===== src/rtl/bcd_frame_conv_if.sv =====
// ============================================================================
// Module      : bcd_frame_conv_if
// Description : Request/result bundle between a frame source and bcd_frame_conv.
// Revision    : 1.0 - initial release
// ============================================================================
`default_nettype none

interface bcd_frame_conv_if #(
    parameter int L      = 47,
    parameter int IN_W   = 10,
    parameter int DIGITS = 4
);
    logic                     start;
    logic [L*IN_W-1:0]        bin;
    logic                     busy;
    logic                     done;
    logic [L*DIGITS*4-1:0]    dec;

    modport master (output start, bin, input busy, done, dec);
    modport slave  (input start, bin, output busy, done, dec);
endinterface

`default_nettype wire


===== src/rtl/bcd_frame_conv.sv =====
// ============================================================================
// Module      : bcd_frame_conv
// Description : Frame-atomic multi-word binary-to-BCD converter (double dabble).
//               Optional leading-zero blanking when BCD_LZ_BLANK_EN is defined.
// Revision    : 1.0 - initial release
// ============================================================================
`default_nettype none

module bcd_frame_conv #(
    parameter int L      = 47,
    parameter int IN_W   = 10,
    parameter int DIGITS = 4
) (
    input  wire logic          clk,
    input  wire logic          RSTn,
    bcd_frame_conv_if.slave    bus
);
    localparam int BCD_W = DIGITS * 4;
    localparam int SR_W  = BCD_W + IN_W;
    localparam int CNT_W = $clog2(IN_W + 1);
    localparam int IDX_W = (L > 1) ? $clog2(L) : 1;

    typedef enum logic [1:0] {
        IDLE  = 2'd0,
        LOAD  = 2'd1,
        SHIFT = 2'd2,
        STORE = 2'd3
    } state_t;

    state_t               state;
    logic [L*IN_W-1:0]    snap;
    logic [L*BCD_W-1:0]   work;
    logic [SR_W-1:0]      sreg;
    logic [CNT_W-1:0]     cnt;
    logic [IDX_W-1:0]     idx;

    logic [SR_W-1:0]      adj;
    logic [BCD_W-1:0]     raw;
    logic [BCD_W-1:0]     digits;
    logic [L*BCD_W-1:0]   work_next;
`ifdef BCD_LZ_BLANK_EN
    logic                 lead;
`endif

    // Add-3 correction on every BCD nibble sitting above the binary field
    always_comb begin
        adj = sreg;
        for (int d = 0; d < DIGITS; d++) begin
            if (sreg[IN_W + d*4 +: 4] >= 4'd5)
                adj[IN_W + d*4 +: 4] = sreg[IN_W + d*4 +: 4] + 4'd3;
        end
    end

    always_comb begin
        raw    = sreg[SR_W-1 -: BCD_W];
        digits = raw;
`ifdef BCD_LZ_BLANK_EN
        lead   = 1'b1;
        // Least-significant digit is never blanked so zero still shows as "0"
        for (int d = DIGITS - 1; d > 0; d--) begin
            if (lead && (raw[d*4 +: 4] == 4'd0))
                digits[d*4 +: 4] = 4'hF;
            else
                lead = 1'b0;
        end
`endif
    end

    always_comb begin
        work_next = work;
        work_next[idx*BCD_W +: BCD_W] = digits;
    end

    always_ff @(posedge clk or negedge RSTn) begin
        if (!RSTn) begin
            state    <= IDLE;
            snap     <= '0;
            work     <= '0;
            sreg     <= '0;
            cnt      <= '0;
            idx      <= '0;
            bus.busy <= 1'b0;
            bus.done <= 1'b0;
            bus.dec  <= '1;
        end else begin
            bus.done <= 1'b0;
            case (state)
                IDLE: begin
                    if (bus.start) begin
                        snap     <= bus.bin;
                        idx      <= IDX_W'(L - 1);
                        work     <= '0;
                        bus.busy <= 1'b1;
                        state    <= LOAD;
                    end
                end
                LOAD: begin
                    sreg  <= {{BCD_W{1'b0}}, snap[idx*IN_W +: IN_W]};
                    cnt   <= CNT_W'(IN_W);
                    state <= SHIFT;
                end
                SHIFT: begin
                    sreg <= {adj[SR_W-2:0], 1'b0};
                    cnt  <= cnt - 1'b1;
                    if (cnt == CNT_W'(1))
                        state <= STORE;
                end
                STORE: begin
                    work <= work_next;
                    if (idx != '0) begin
                        idx   <= idx - 1'b1;
                        state <= LOAD;
                    end else begin
                        // Whole frame published on one edge: no tearing
                        bus.dec  <= work_next;
                        bus.done <= 1'b1;
                        bus.busy <= 1'b0;
                        state    <= IDLE;
                    end
                end
                default: state <= IDLE;
            endcase
        end
    end
endmodule

`default_nettype wire

===== src/flat_wrapper.sv =====
// flat-port wrapper written by rule: the top's interface ports become plain ports
module bcd_frame_conv_flat 
#(
    parameter int L      = 47,
    parameter int IN_W   = 10,
    parameter int DIGITS = 4
)
  (clk, RSTn, bus_start, bus_bin, bus_busy, bus_done, bus_dec);
  bcd_frame_conv_if #(.L(L), .IN_W(IN_W), .DIGITS(DIGITS)) bus_i ();
  input  wire logic clk;
  input  wire logic RSTn;
  input wire logic [$bits(bus_i.start)-1:0] bus_start;
  input wire logic [$bits(bus_i.bin)-1:0] bus_bin;
  output wire logic [$bits(bus_i.busy)-1:0] bus_busy;
  output wire logic [$bits(bus_i.done)-1:0] bus_done;
  output wire logic [$bits(bus_i.dec)-1:0] bus_dec;
  assign bus_i.start = bus_start;
  assign bus_i.bin = bus_bin;
  assign bus_busy = bus_i.busy;
  assign bus_done = bus_i.done;
  assign bus_dec = bus_i.dec;
  bcd_frame_conv #(.L(L), .IN_W(IN_W), .DIGITS(DIGITS)) u_core (.clk(clk), .RSTn(RSTn), .bus(bus_i));
endmodule

===== config.mk =====
export PLATFORM = sky130hd
export DESIGN_NAME = bcd_frame_conv_flat
export DESIGN_NICKNAME = d
export VERILOG_FILES = /design/src/rtl/bcd_frame_conv_if.sv /design/src/rtl/bcd_frame_conv.sv /design/src/flat_wrapper.sv
export SDC_FILE = /design/constraint.sdc
export NUM_CORES = 2
export LEC_CHECK = 0
export CAP_MARGIN = 20
export CORE_AREA = 2 2 478 480
export DETAILED_ROUTE_END_ITERATION = 8
export DIE_AREA = 0 0 480 482
export GPL_TIMING_DRIVEN = 0
export PLACE_DENSITY = 0.64
export SETUP_SLACK_MARGIN = 0.02
export SYNTH_ARGS = -nofsm -noshare
export SYNTH_HDL_FRONTEND = slang
export SYNTH_SLANG_ARGS = --single-unit

===== constraint.sdc =====
create_clock -name clk -period 4.5 [get_ports clk]
set_input_delay 0.675 -clock clk [delete_from_list [all_inputs] [get_ports clk]]
set_output_delay 0.675 -clock clk [all_outputs]
set_load 0.05 [all_outputs]

==> run metrics <==
run status finished, final reports clean; Seq/Total Area, Yosys 64.1%; Async SR Flop Fraction 100%; vias in the first global route 61900; hold_ws 382 ps; initial antenna violation count 82; Synth Register Bits 2014; Comb pwr share 2.2%; insertion delay to the later sink of the worst-skew pair 900 ps; Worst setup SP type register; Worst Skew 84.7 ps; final setup margin 162 ps; cell total after placement about 11000; gpl congestion 0.911; post-route ant nets 0; Mapped Area 80100 um^2; crit end category register; Synth area leader dfrtp_1; starting density of the core between 30% and 40%; Top FF cell, synth dfrtp_1; Clock power frac 49.2%; Avg Inst Size Synth 11.9 um^2; min Tclk post-route 4340 ps; CP max FO 10; Synth top area share 39.4%; Multi-input gate area 26900 um^2; Post-Layout Cell Count 11500; gr ovfl total 0; Min-Delay Path Class input pin to register; initial DRC count 5456; Routed WL per cell 30.5 um; PD cells 356 nW/um^2; Unique masters post-synth 66; crit-path max cell delay 580 ps; core area 226000 um^2; RSZ-0062 raised after global routing false; switching share of power 22.0%; Max Buffers Root-to-Sink 3; DR vias about 60000; io pins 1227; WS Path Type register to register; Num CTS Buffers 211; internal power slightly below 30 mW; Final Hold Viols 0; largest net degree at the start of global routing 194; iteration count of the initial detailed-routing pass 7; worst path cell trace buf_4, buf_6, inv_1, ha_1, buf_6, or3b_4, xor2_2, nand2_2, or3_1, buf_2, a21o_1, buf_2, o2bb2ai_1; clk root buf clkbuf_16; utilization after layout roughly 46%; P&R area growth vs syn 30.9%; nets@finish 8710; total number of yosys warnings 0; Die X 480 um; GRT Util Overall just under 30%; static leakage 46.6 nW; FF/Latch Area 51300 um^2; largest cells by area after synthesis dfrtp_1, dfstp_2, nand2_1, mux2_2, o2bb2ai_1; clk sinks 2014; Final setup violation count 0; slowest cell on the critical path or3_1; Worst Path Arrival 5070 ps; peak supply drop 0.000400 V; Worst R2R Path Depth 13; CTS tree done; Fmax approximately 230 MHz; Worst EP required 5230 ps; Placement Setup Slack -914 ps; Cells on Worst Hold Path 2; Die Area 231000 um^2; port bufs 1226; drt drc 0; cell row count roughly 180; clock-pin slew on the worst setup and hold paths 60 ps; Max-Cap Viols 0; Final Cycle Share 96.4%; first-pass GRT wire length 480 mm; Post-synth EDFFs 0; Cells after Synth ~6700; P_sw 8.23 mW; Tightest Pin Transition around 1200 ps; final WL between 300 and 400 mm; dpl hpwl 269 mm; Net Count, Synth between 7000 and 8000; Rel. slew slack 18.4%; share of layout cells above drive strength 1 approximately a quarter; DR vias/cell around 5.4; Vert. Die Dim 482 um; Final Max Slew Viols 0; Design Power 37.4 mW; Sequential Power Share between 40% and 50%; # fillers 20700; H-tree levels 4
worst paths after layout:
check | slack (ps) | from | to
worst min register to register | 430 | u_core.work[308]$_DFFE_PN0P_ | u_core.bus.dec[308]$_DFFE_PN1P_
min in group asynchronous | 410 | RSTn | u_core.work[134]$_DFFE_PN0P_
max in group asynchronous | 1370 | RSTn | u_core.snap[143]$_DFFE_PN0P_
worst max register to register | 160 | u_core.idx[0]$_DFFE_PN0P_ | u_core.work[135]$_DFFE_PN0P_
worst max-delay path | 160 | u_core.idx[0]$_DFFE_PN0P_ | u_core.work[135]$_DFFE_PN0P_
worst min-delay path | 380 | bus_bin[241] | u_core.snap[241]$_DFFE_PN0P_
cell usage after synthesis, drive strengths merged (14+ instances only):
library cell  instances
o21ai                99
nor2                 42
nor3                 22
mux2i                51
dfstp               752
a21oi                34
ha                   16
mux4                103
a21o                 28
nand2              2450
o2bb2ai             578
inv                  22
nor2b                14
a22o                 20
buf                 171
a32o                132
nand3                28
clkbuf              277
mux2                483
dfrtp              1262
cell families after synthesis:
| logic type | synth area share [%] |
|---|---|
| AO/OA/AOI/OAI | 10.1 |
| XOR/XNOR | 0.108 |
| adder cells (fa/ha/maj) | 0.250 |
| buffers and inverters | 2.54 |
| flip-flops | 64.1 |
| multiplexers | 10.3 |
| AND/OR/NAND/NOR | 12.6 |
layout by cell type, fill, tap and decap left out, types with 13 or more instances in the layout:
| master | instances |
|---|---|
| a21o_1 | 25 |
| a21oi_1 | 34 |
| a22o_1 | 20 |
| a32o_1 | 132 |
| buf_1 | 13 |
| buf_16 | 20 |
| buf_2 | 134 |
| buf_4 | 20 |
| buf_8 | 32 |
| bufinv_16 | 18 |
| clkbuf_1 | 309 |
| clkbuf_16 | 213 |
| clkbuf_2 | 20 |
| clkbuf_8 | 48 |
| clkdlybuf4s50_1 | 1225 |
| clkinv_2 | 35 |
| dfrtp_1 | 1262 |
| dfstp_2 | 752 |
| diode_2 | 48 |
| ha_1 | 16 |
| inv_1 | 22 |
| mux2_2 | 482 |
| mux2i_1 | 51 |
| mux4_2 | 103 |
| nand2_1 | 2444 |
| nand3_1 | 27 |
| nor2_1 | 30 |
| nor2b_1 | 14 |
| o21ai_0 | 83 |
| o2bb2ai_1 | 578 |
critical path, delay by kind of cell (launching register included):
kind | cells | cell delay [ps]
AO/OA/AOI/OAI | 2 | 470
XOR/XNOR | 1 | 350
flip-flops | 1 | 360
buffers and inverters | 6 | 1400
AND/OR/NAND/NOR | 3 | 1370
adder cells (fa/ha/maj) | 1 | 220
per-stage QoR:
stage	TNS [ps]	area [um^2]
after floorplan	0	80100
after CTS	0	105000
after global routing	0	105000
final	0	105000
after detailed placement	-325120	97200
after global placement	-	96200
power by group through the flow:
stage                     sequential (mW)  combinational (mW)  clock, mW
final                                18.1               0.821       18.4
after global routing                 18.1               0.906       19.4
after floorplan                      18.5             0.00346          0
after global placement               18.4               0.631          0
after CTS                            18.1               0.842       18.6
after detailed placement             18.4               0.838          0
registers in the layout, indices dropped and copies added (netlist names):
| register | cells |
|---|---|
| u_core.cnt | 4 |
| u_core.bus.busy | 1 |
| u_core.idx | 6 |
| u_core.state | 2 |
| u_core.sreg | 26 |
| u_core.work | 752 |
| u_core.snap | 470 |
| u_core.bus.done | 1 |
| u_core.bus.dec | 752 |
routing by layer:
metal	vias to the layer above	global-route usage [%]	part of all wire, %
met5	-	0	0.072
met4	38	12.7	4.6
met3	626	7.01	7.9
met2	2817	49.4	48
met1	31700	36.7	39
li1	26200	-	-
layout make-up:
class	count	share of cell area, %
Timing Repair Buffer	1288	12.8
Clock inverter	83	1.09
Multi-Input combinational cell	4235	25.6
Inverter	25	0.0930
Tap cell	3009	3.59
Clock buffer	316	5.90
Buffer	446	1.92
Antenna cell	48	0.114
Sequential cell	2014	48.9
timing repair:
item / CTS / global route
setup endpoints to repair: 1207 / 166
gates resized for setup: 37 / 18
buffers inserted: 5 / 1
pin swaps: 3 / 1
hold endpoints to repair: 65 / 0
hold buffers: 1 / 0
No activity file was read; power rests on OpenSTA's default activity.
